--- src/rtl/spn_iter_core.sv ---
`default_nettype none
// +----------------------------------------------------------------------------+
// | spn_iter_core : iterative nibble SPN block cipher, one round per cycle     |
// | Revision      : 1.0                                                       |
// +----------------------------------------------------------------------------+
module spn_iter_core #(
  parameter int DATA_W = 16,
  parameter int KEY_W  = 32,
  parameter int ROUNDS = 3
) (
  input  logic              clk,
  input  logic              reset,
  input  logic              in_valid,
  output logic              in_ready,
  input  logic [1:0]        opcode,
  input  logic [DATA_W-1:0] in_data,
  input  logic [KEY_W-1:0]  key,
  output logic              out_valid,
  input  logic              out_ready,
  output logic [DATA_W-1:0] out_data,
  output logic [1:0]        valid,
  output logic              busy
);

  typedef enum logic [1:0] {
    S_IDLE = 2'd0,
    S_RUN  = 2'd1,
    S_DONE = 2'd2
  } state_t;

  localparam logic [1:0] c_OP_NOP = 2'b00;
  localparam logic [1:0] c_OP_ENC = 2'b01;
  localparam logic [1:0] c_OP_ILL = 2'b11;
  localparam int         c_NIB    = DATA_W / 4;
  localparam logic [3:0] c_LAST   = 4'(ROUNDS - 1);

  state_t              r_state;
  state_t              w_state_nxt;
  logic [3:0]          r_round;
  logic [DATA_W-1:0]   r_st;
  logic [DATA_W-1:0]   r_out_data;
  logic [KEY_W-1:0]    r_key;
  logic [1:0]          r_op;
  logic [1:0]          r_valid;
  logic                r_out_valid;

  logic                w_accept;
  logic                w_last;
  logic [31:0]         w_rk_idx;
  logic [DATA_W-1:0]   w_rk;
  logic [DATA_W-1:0]   w_sub;
  logic [DATA_W-1:0]   w_dec_p;
  logic [DATA_W-1:0]   w_inv;
  logic [DATA_W-1:0]   w_enc_nxt;
  logic [DATA_W-1:0]   w_dec_nxt;
  logic [DATA_W-1:0]   w_step_nxt;

  function automatic logic [3:0] f_sbox(input logic [3:0] x);
    case (x)
      4'h0: return 4'hE;  4'h1: return 4'h4;  4'h2: return 4'hD;  4'h3: return 4'h1;
      4'h4: return 4'h2;  4'h5: return 4'hF;  4'h6: return 4'hB;  4'h7: return 4'h8;
      4'h8: return 4'h3;  4'h9: return 4'hA;  4'hA: return 4'h6;  4'hB: return 4'hC;
      4'hC: return 4'h5;  4'hD: return 4'h9;  4'hE: return 4'h0;  default: return 4'h7;
    endcase
  endfunction

  function automatic logic [3:0] f_sbox_inv(input logic [3:0] x);
    case (x)
      4'h0: return 4'hE;  4'h1: return 4'h3;  4'h2: return 4'h4;  4'h3: return 4'h8;
      4'h4: return 4'h1;  4'h5: return 4'hC;  4'h6: return 4'hA;  4'h7: return 4'hF;
      4'h8: return 4'h7;  4'h9: return 4'hD;  4'hA: return 4'h9;  4'hB: return 4'h6;
      4'hC: return 4'hB;  4'hD: return 4'h2;  4'hE: return 4'h0;  default: return 4'h5;
    endcase
  endfunction

  // Round key r: key rotated left by 4*r (mod KEY_W), truncated to the block width.
  function automatic logic [DATA_W-1:0] f_round_key(input logic [KEY_W-1:0] k,
                                                    input logic [31:0]      r);
    logic [31:0]      amt;
    logic [KEY_W-1:0] rot;
    amt = (r * 32'd4) % 32'(KEY_W);
    rot = (k << amt) | (k >> (32'(KEY_W) - amt));
    return rot[DATA_W-1:0];
  endfunction

  function automatic logic [DATA_W-1:0] f_rotl3(input logic [DATA_W-1:0] x);
    return {x[DATA_W-4:0], x[DATA_W-1:DATA_W-3]};
  endfunction

  function automatic logic [DATA_W-1:0] f_rotr3(input logic [DATA_W-1:0] x);
    return {x[2:0], x[DATA_W-1:3]};
  endfunction

  assign w_accept = (r_state == S_IDLE) && in_valid && (opcode != c_OP_NOP);
  assign w_last   = (r_round == c_LAST);

  // Decrypt walks the round keys downward while the step counter still counts up.
  assign w_rk_idx = (r_op == c_OP_ENC) ? (32'(r_round) + 32'd1)
                                       : (32'(ROUNDS - 1) - 32'(r_round));
  assign w_rk     = f_round_key(r_key, w_rk_idx);
  assign w_dec_p  = (r_round == 4'd0) ? r_st : f_rotr3(r_st);

  for (genvar n = 0; n < c_NIB; n++) begin : g_nib
    assign w_sub[4*n +: 4] = f_sbox(r_st[4*n +: 4]);
    assign w_inv[4*n +: 4] = f_sbox_inv(w_dec_p[4*n +: 4]);
  end

  assign w_enc_nxt  = (w_last ? w_sub : f_rotl3(w_sub)) ^ w_rk;
  assign w_dec_nxt  = w_inv ^ w_rk;
  assign w_step_nxt = (r_op == c_OP_ENC) ? w_enc_nxt : w_dec_nxt;

  always_ff @(posedge clk or posedge reset) begin
    if (reset) begin
      r_state <= S_IDLE;
    end else begin
      r_state <= w_state_nxt;
    end
  end

  always_comb begin
    w_state_nxt = r_state;
    case (r_state)
      S_IDLE: begin
        if (w_accept) begin
          w_state_nxt = (opcode == c_OP_ILL) ? S_DONE : S_RUN;
        end
      end
      S_RUN: begin
        if (w_last) begin
          w_state_nxt = S_DONE;
        end
      end
      S_DONE: begin
        if (out_ready) begin
          w_state_nxt = S_IDLE;
        end
      end
      default: w_state_nxt = S_IDLE;
    endcase
  end

  always_ff @(posedge clk or posedge reset) begin
    if (reset) begin
      r_round     <= 4'd0;
      r_st        <= '0;
      r_out_data  <= '0;
      r_key       <= '0;
      r_op        <= 2'b00;
      r_valid     <= 2'b00;
      r_out_valid <= 1'b0;
    end else begin
      case (r_state)
        S_IDLE: begin
          if (w_accept) begin
            r_key   <= key;
            r_op    <= opcode;
            r_round <= 4'd0;
            if (opcode == c_OP_ILL) begin
              r_st        <= '0;
              r_out_data  <= '0;
              r_out_valid <= 1'b1;
              r_valid     <= c_OP_ILL;
            end else if (opcode == c_OP_ENC) begin
              r_st <= in_data ^ f_round_key(key, 32'd0);
            end else begin
              r_st <= in_data ^ f_round_key(key, 32'(ROUNDS));
            end
          end
        end
        S_RUN: begin
          r_st    <= w_step_nxt;
          r_round <= r_round + 4'd1;
          if (w_last) begin
            r_out_data  <= w_step_nxt;
            r_out_valid <= 1'b1;
            r_valid     <= r_op;
          end
        end
        S_DONE: begin
          if (out_ready) begin
            r_out_valid <= 1'b0;
            r_valid     <= 2'b00;
          end
        end
        default: begin
          r_out_valid <= 1'b0;
          r_valid     <= 2'b00;
        end
      endcase
    end
  end

  assign in_ready  = (r_state == S_IDLE) && !reset;
  assign busy      = (r_state != S_IDLE);
  assign out_valid = r_out_valid;
  assign out_data  = r_out_data;
  assign valid     = r_valid;

endmodule
`default_nettype wire

--- config.mk ---
export PLATFORM = sky130hd
export DESIGN_NAME = spn_iter_core
export DESIGN_NICKNAME = d
export VERILOG_FILES = /design/src/rtl/spn_iter_core.sv
export SDC_FILE = /design/constraint.sdc
export NUM_CORES = 1
export LEC_CHECK = 0
export CORE_MARGIN = 1.5
export CORE_UTILIZATION = 59
export DETAILED_ROUTE_END_ITERATION = 10
export PLACE_DENSITY = 0.87
export SYNTH_ARGS = -nofsm -noshare
export SYNTH_HDL_FRONTEND = slang
export SYNTH_SLANG_ARGS = --single-unit
--- constraint.sdc ---
create_clock -name clk -period 3.8 [get_ports clk]
set_input_delay 0.95 -clock clk [delete_from_list [all_inputs] [get_ports clk]]
set_output_delay 0.95 -clock clk [all_outputs]
set_load 0.05 [all_outputs]
==> flow_metrics.tcl, run 1 <==
set metrics [dict create \
    grt_pass1_wl_um 37500 \
    core_area_um2 12700 \
    grt_use_total 0.334 \
    rows 41 \
    placedCellCount 1116 \
    cp_slowest_cell "clkdlybuf4s50_1" \
    worstHoldStart "out_data[6]" \
    numCtsBuffers 9 \
    required_ns 2.85 \
    cts_buffer_depth 2 \
    htreeDepth 3 \
    vias 7710 \
    wl_per_cell_um 20.3 \
    synth.ff_latch_count 75 \
    cp.arrival_ns 2.32 \
    overflow 0 \
    max_stage_delay_ns 0.81 \
    drive_gt1_frac 0.122 \
    syn_area_um2 7780 \
    slew_headroom 0.430 \
    syn_inst 930 \
    filler_cell_count 999 \
    grt_max_degree 76 \
    routed_via_density 6.81 \
    n_antenna_cell 0 \
    gp_congestion 1.02 \
    setup.worst_path.end_class "primary output" \
    antenna_found_initial 0 \
    crit_chain "clkdlybuf4s50_1, nor2_1, clkdlybuf4s50_1" \
    die_w_um 118 \
    rsz0062_at_grt "no" \
    die-height_um 118 \
    run_status "finished clean" \
    clkSinkCount 75 \
    first_pass_iters 6 \
    worst_hold_slack_ns 0.481 \
    clk_pin_slew_ns 0.07 \
    fin_crit_ns 3.27 \
    synthDistinctLibCells 73 \
    cts_root_buf "clkbuf_16" \
    finalHoldViolations 0 \
    io_pins 75 \
    r2r-start "r_round[1]" \
    ys_warn_count 0 \
    async_flop_share 1.00 \
    wl_um 22900 \
    critPathLaunchType "input pin" \
    max_freq_mhz 306 \
    cts_tree "built" \
    path_common_cell "clkdlybuf4s50_1" \
    syn-num-nets 1014 \
    drtIter0Drc 1194 \
    finalNetCount 1039 \
    antenna_left 0 \
    drv_cap 0 \
    dieArea_um2 13900 \
    setup_viol 0 \
    worst_slew_pin_slew_ns 0.849 \
    hp-class "register to register" \
    final_cells 1132 \
    cp_max_fo 2 \
    drc_errors 0 \
    cts_resized 0 \
    period_share 0.860 \
    crit_start "reset" \
    clk_latency_ns 0.35 \
    clock_skew_ns 0.00656 \
    port_buffers 74 \
    drv_slew 0 \
    path_buf_inv 2 \
    first_global_vias 7041 \
    seq_area_frac_synth 0.241 \
    path_class "input pin to primary output" \
    syn_area_per_cell_um2 8.37 \
    cp_top_family "buffers and inverters" \
    start_util 0.612 \
    synth-main-ff-cell "dfrtp_1" \
    area_delta_synth_final_pct 14.7 \
    synth_edf_count 0 \
    cts_hold_buffers 0 \
    setup_tns_ns 0 \
    dpl.hpwl_um 16400 \
    cts_setup_buffers 0 \
]
## layer usage
metal	GRT usage	wire (um)	part of all wire
met3	0.0572	2290	0.10
met1	0.451	9040	0.39
met5	0	0	0
met4	0.136	993	0.043
met2	0.534	10600	0.46
## cell usage after synthesis, types with 6 or more instances
cell type	n	area (um^2)
a211o_1	6	52.6
a211oi_1	16	120
a21oi_1	50	250
a221oi_1	8	70.1
a22oi_1	7	52.6
a311oi_1	6	52.6
a31oi_1	13	81.3
and3_1	7	43.8
buf_1	7	26.3
buf_2	19	95.1
clkbuf_1	59	221
dfrtp_1	75	1880
ha_1	30	375
inv_1	19	71.3
mux2_2	34	383
mux2i_1	35	350
mux4_2	21	473
nand2_1	87	327
nand2b_1	20	125
nand3_1	23	115
nor2_1	45	169
nor2b_1	19	119
nor3_1	19	95.1
nor3b_1	8	60.1
o211ai_1	22	165
o21ai_0	44	220
o21ai_1	50	250
o221ai_1	26	228
o22ai_1	11	68.8
xnor2_1	60	526
xor2_1	12	105
## cell type report
class / count / area, um^2 / area share
Multi-Input combinational cell: 745 / 5480 / 0.614
Sequential cell: 75 / 1880 / 0.210
Timing Repair Buffer: 101 / 968 / 0.108
Clock buffer: 9 / 225 / 0.0252
Tap cell: 172 / 215 / 0.0241
Inverter: 23 / 86.3 / 0.00967
Clock inverter: 7 / 75.1 / 0.00841
## placed cells by master, fill, tap and decap left out, drive strengths merged, types with 21 or more instances in the layout
| master | instances |
|---|---|
| clkdlybuf4s50 | 74 |
| o21ai | 95 |
| nand3 | 23 |
| mux2 | 35 |
| a21oi | 50 |
| nor2 | 45 |
| mux4 | 21 |
| o221ai | 26 |
| buf | 27 |
| inv | 28 |
| mux2i | 35 |
| nand2 | 87 |
| dfrtp | 75 |
| o211ai | 22 |
| ha | 30 |
| xnor2 | 61 |
## state kept, by name, summed over array words and instances (netlist names)
| register | cells |
|---|---|
| out_data | 16 |
| out_valid | 1 |
| r_key | 32 |
| r_op | 2 |
| r_round | 4 |
| r_st | 16 |
| r_state | 2 |
| valid | 2 |
## per-stage QoR
| step | area [um^2] | setup WS, ns | utilization |
|---|---|---|---|
| 5_1_grt | 8930 | 0.402 | 0.702 |
| 2_1_floorplan | 7780 | 0.310 | - |
| 4_1_cts | 8930 | 0.516 | 0.702 |
| 6_report | 8930 | 0.533 | 0.702 |
| 3_3_place_gp | 8630 | 0.557 | 0.678 |
| 3_5_place_dp | 8630 | 0.516 | 0.678 |
## path summary, 6_finish.rpt
path,depth (start not counted),slack (ns),end
worst max-delay path,3,0.53,in_ready
worst min-delay path,2,0.48,out_data[6]
worst max register to register,12,0.62,out_data[3]
worst min register to register,2,0.48,out_data[6]
max in group asynchronous,3,2.45,r_key[18]
min in group asynchronous,3,1.01,out_data[1]
## worst reg2reg max path, stage by stage (launching register included)
cell and delay (ns):
dfrtp_1 0.42, inv_1 0.09, ha_2 0.18, or3b_1 0.64, mux2i_1 0.35, inv_1 0.08
ha_1 0.27, inv_1 0.07, o221ai_1 0.11, o211ai_1 0.15, o221ai_1 0.24, xnor2_1 0.35
o21ai_1 0.12
## logic make-up after synthesis
| group | share of synthesized area |
|---|---|
| AND/OR/NAND/NOR | 0.157 |
| XOR/XNOR | 0.0866 |
| buffers and inverters | 0.0575 |
| AO/OA/AOI/OAI | 0.254 |
| flip-flops | 0.241 |
| adder cells (fa/ha/maj) | 0.0482 |
| multiplexers | 0.156 |
Power of run 1 is not shown: default switching activity piles up to over one toggle a cycle in this logic, so the estimate is an artifact.
==> run 2: changes to the inputs <==
--- a/config.mk
+++ b/config.mk
@@ -6,9 +6,10 @@
 export NUM_CORES = 1
 export LEC_CHECK = 0
 export CORE_MARGIN = 1.5
-export CORE_UTILIZATION = 59
+export CORE_UTILIZATION = 65
 export DETAILED_ROUTE_END_ITERATION = 10
-export PLACE_DENSITY = 0.87
+export DONT_BUFFER_PORTS = 1
+export PLACE_DENSITY = 0.86
 export SYNTH_ARGS = -nofsm -noshare
 export SYNTH_HDL_FRONTEND = slang
 export SYNTH_SLANG_ARGS = --single-unit
==> flow_metrics.tcl, run 2 (same netlist as run 1, synthesis figures left out) <==
set metrics [dict create \
    run_status "finished clean" \
    cts_setup_buffers 0 \
    first_pass_iters 6 \
    dieArea_um2 12600 \
    required_ns 3.97 \
    worst_slew_pin_slew_ns 1.26 \
    grt_max_degree 55 \
    finalNetCount 966 \
    dpl.hpwl_um 17800 \
    layout_common_cells "nand2_1, dfrtp_1, xnor2_1" \
    clkSinkCount 75 \
    cts_root_buf "clkbuf_16" \
    drv_slew 0 \
    drc_errors 0 \
    clock_skew_ns 0.00764 \
    cts_buffer_depth 2 \
    area_delta_synth_final_pct 4.50 \
    layout_commonest_cell "nand2_1" \
    drv_cap 0 \
    cp_max_fo 11 \
    finalHoldViolations 0 \
    period_share 0.813 \
    overflow 0 \
    largest_reg_flops 32 \
    die-height_um 112 \
    io_pins 75 \
    antenna_found_initial 0 \
    rsz0062_at_grt "no" \
    clk_latency_ns 0.35 \
    cts_resized 0 \
    fin_crit_ns 3.09 \
    grt_use_total 0.387 \
    wl_per_cell_um 23.4 \
    cts_hold_buffers 0 \
    antenna_left 0 \
    setup.worst_path.end_class "register" \
    gp_congestion 1.04 \
    max_freq_mhz 324 \
    rows 39 \
    r2r-start "r_round[1]" \
    vias 7572 \
    crit_start "r_round[1]" \
    grt_pass1_wl_um 38300 \
    setup_tns_ns 0 \
    port_buffers 0 \
    setup_viol 0 \
    slew_headroom 0.163 \
    clk_pin_slew_ns 0.06 \
    routed_via_density 7.35 \
    drive_gt1_frac 0.133 \
    n_antenna_cell 0 \
    core_area_um2 11600 \
    path_class "register to register" \
    cts_tree "built" \
    wl_um 24100 \
    worst_hold_slack_ns 0.496 \
    hp-class "input pin to asynchronous set/reset pin" \
    start_util 0.673 \
    die_w_um 112 \
    regMostFlops "r_key" \
    critPathLaunchType "register" \
    numCtsBuffers 9 \
    cp.arrival_ns 3.26 \
    htreeDepth 3 \
    first_global_vias 7070 \
    drtIter0Drc 962 \
]
run 2: area by class of cell:
| class | instances | area [um^2] |
|---|---|---|
| timing repair buffer | 28 | 223 |
| tap | 143 | 179 |
| fill | 902 | 3430 |
| sequential | 75 | 1880 |
| inverter | 23 | 86.3 |
| clock inverter | 7 | 61.3 |
| multi-input combinational | 745 | 5480 |
| clock buffer | 9 | 225 |
run 2: critical path: stages (launching register included):
cell and delay, ns:
dfrtp_1 0.41, inv_1 0.10, ha_2 0.18, nor3b_2 0.60, nor2_1 0.08, a21o_1 0.19
ha_1 0.31, inv_1 0.08, nor2_1 0.11, nor2_1 0.05, a22oi_1 0.32, xor2_1 0.34
o21ai_1 0.14
run 2: path summary, 6_finish.rpt:
check | endpoint | slack (ns) | depth (start not counted)
max | r_st[8] | 0.71 | 12
min in group clk | r_state[0] | 0.53 | 1
max reg2reg | r_st[8] | 0.71 | 12
max in group asynchronous | r_key[18] | 2.48 | 2
min | out_data[1] | 0.50 | 1
min reg2reg | r_state[0] | 0.53 | 1
run 2: per-stage QoR:
| stage | std cells | util | cell area, um^2 | setup slack, ns |
|---|---|---|---|---|
| 2_1_floorplan | 930 | - | 7780 | 0.310 |
| 3_3_place_gp | 1014 | 0.679 | 7850 | 0.854 |
| 3_5_place_dp | 1014 | 0.679 | 7850 | 0.745 |
| 4_1_cts | 1030 | 0.703 | 8130 | 0.727 |
| 5_1_grt | 1030 | 0.703 | 8130 | 0.473 |
| 6_report | 1030 | 0.703 | 8130 | 0.709 |
run 2: layer usage:
metal  up-vias  GRT usage  routed length [um]
met5         -          0                   0
met4         0      0.172                1100
met3        87     0.0815                2620
met2       520      0.640               11500
met1      3619      0.493                8940
li1       3346          -                   -
Power of run 2 is left out for the same reason.
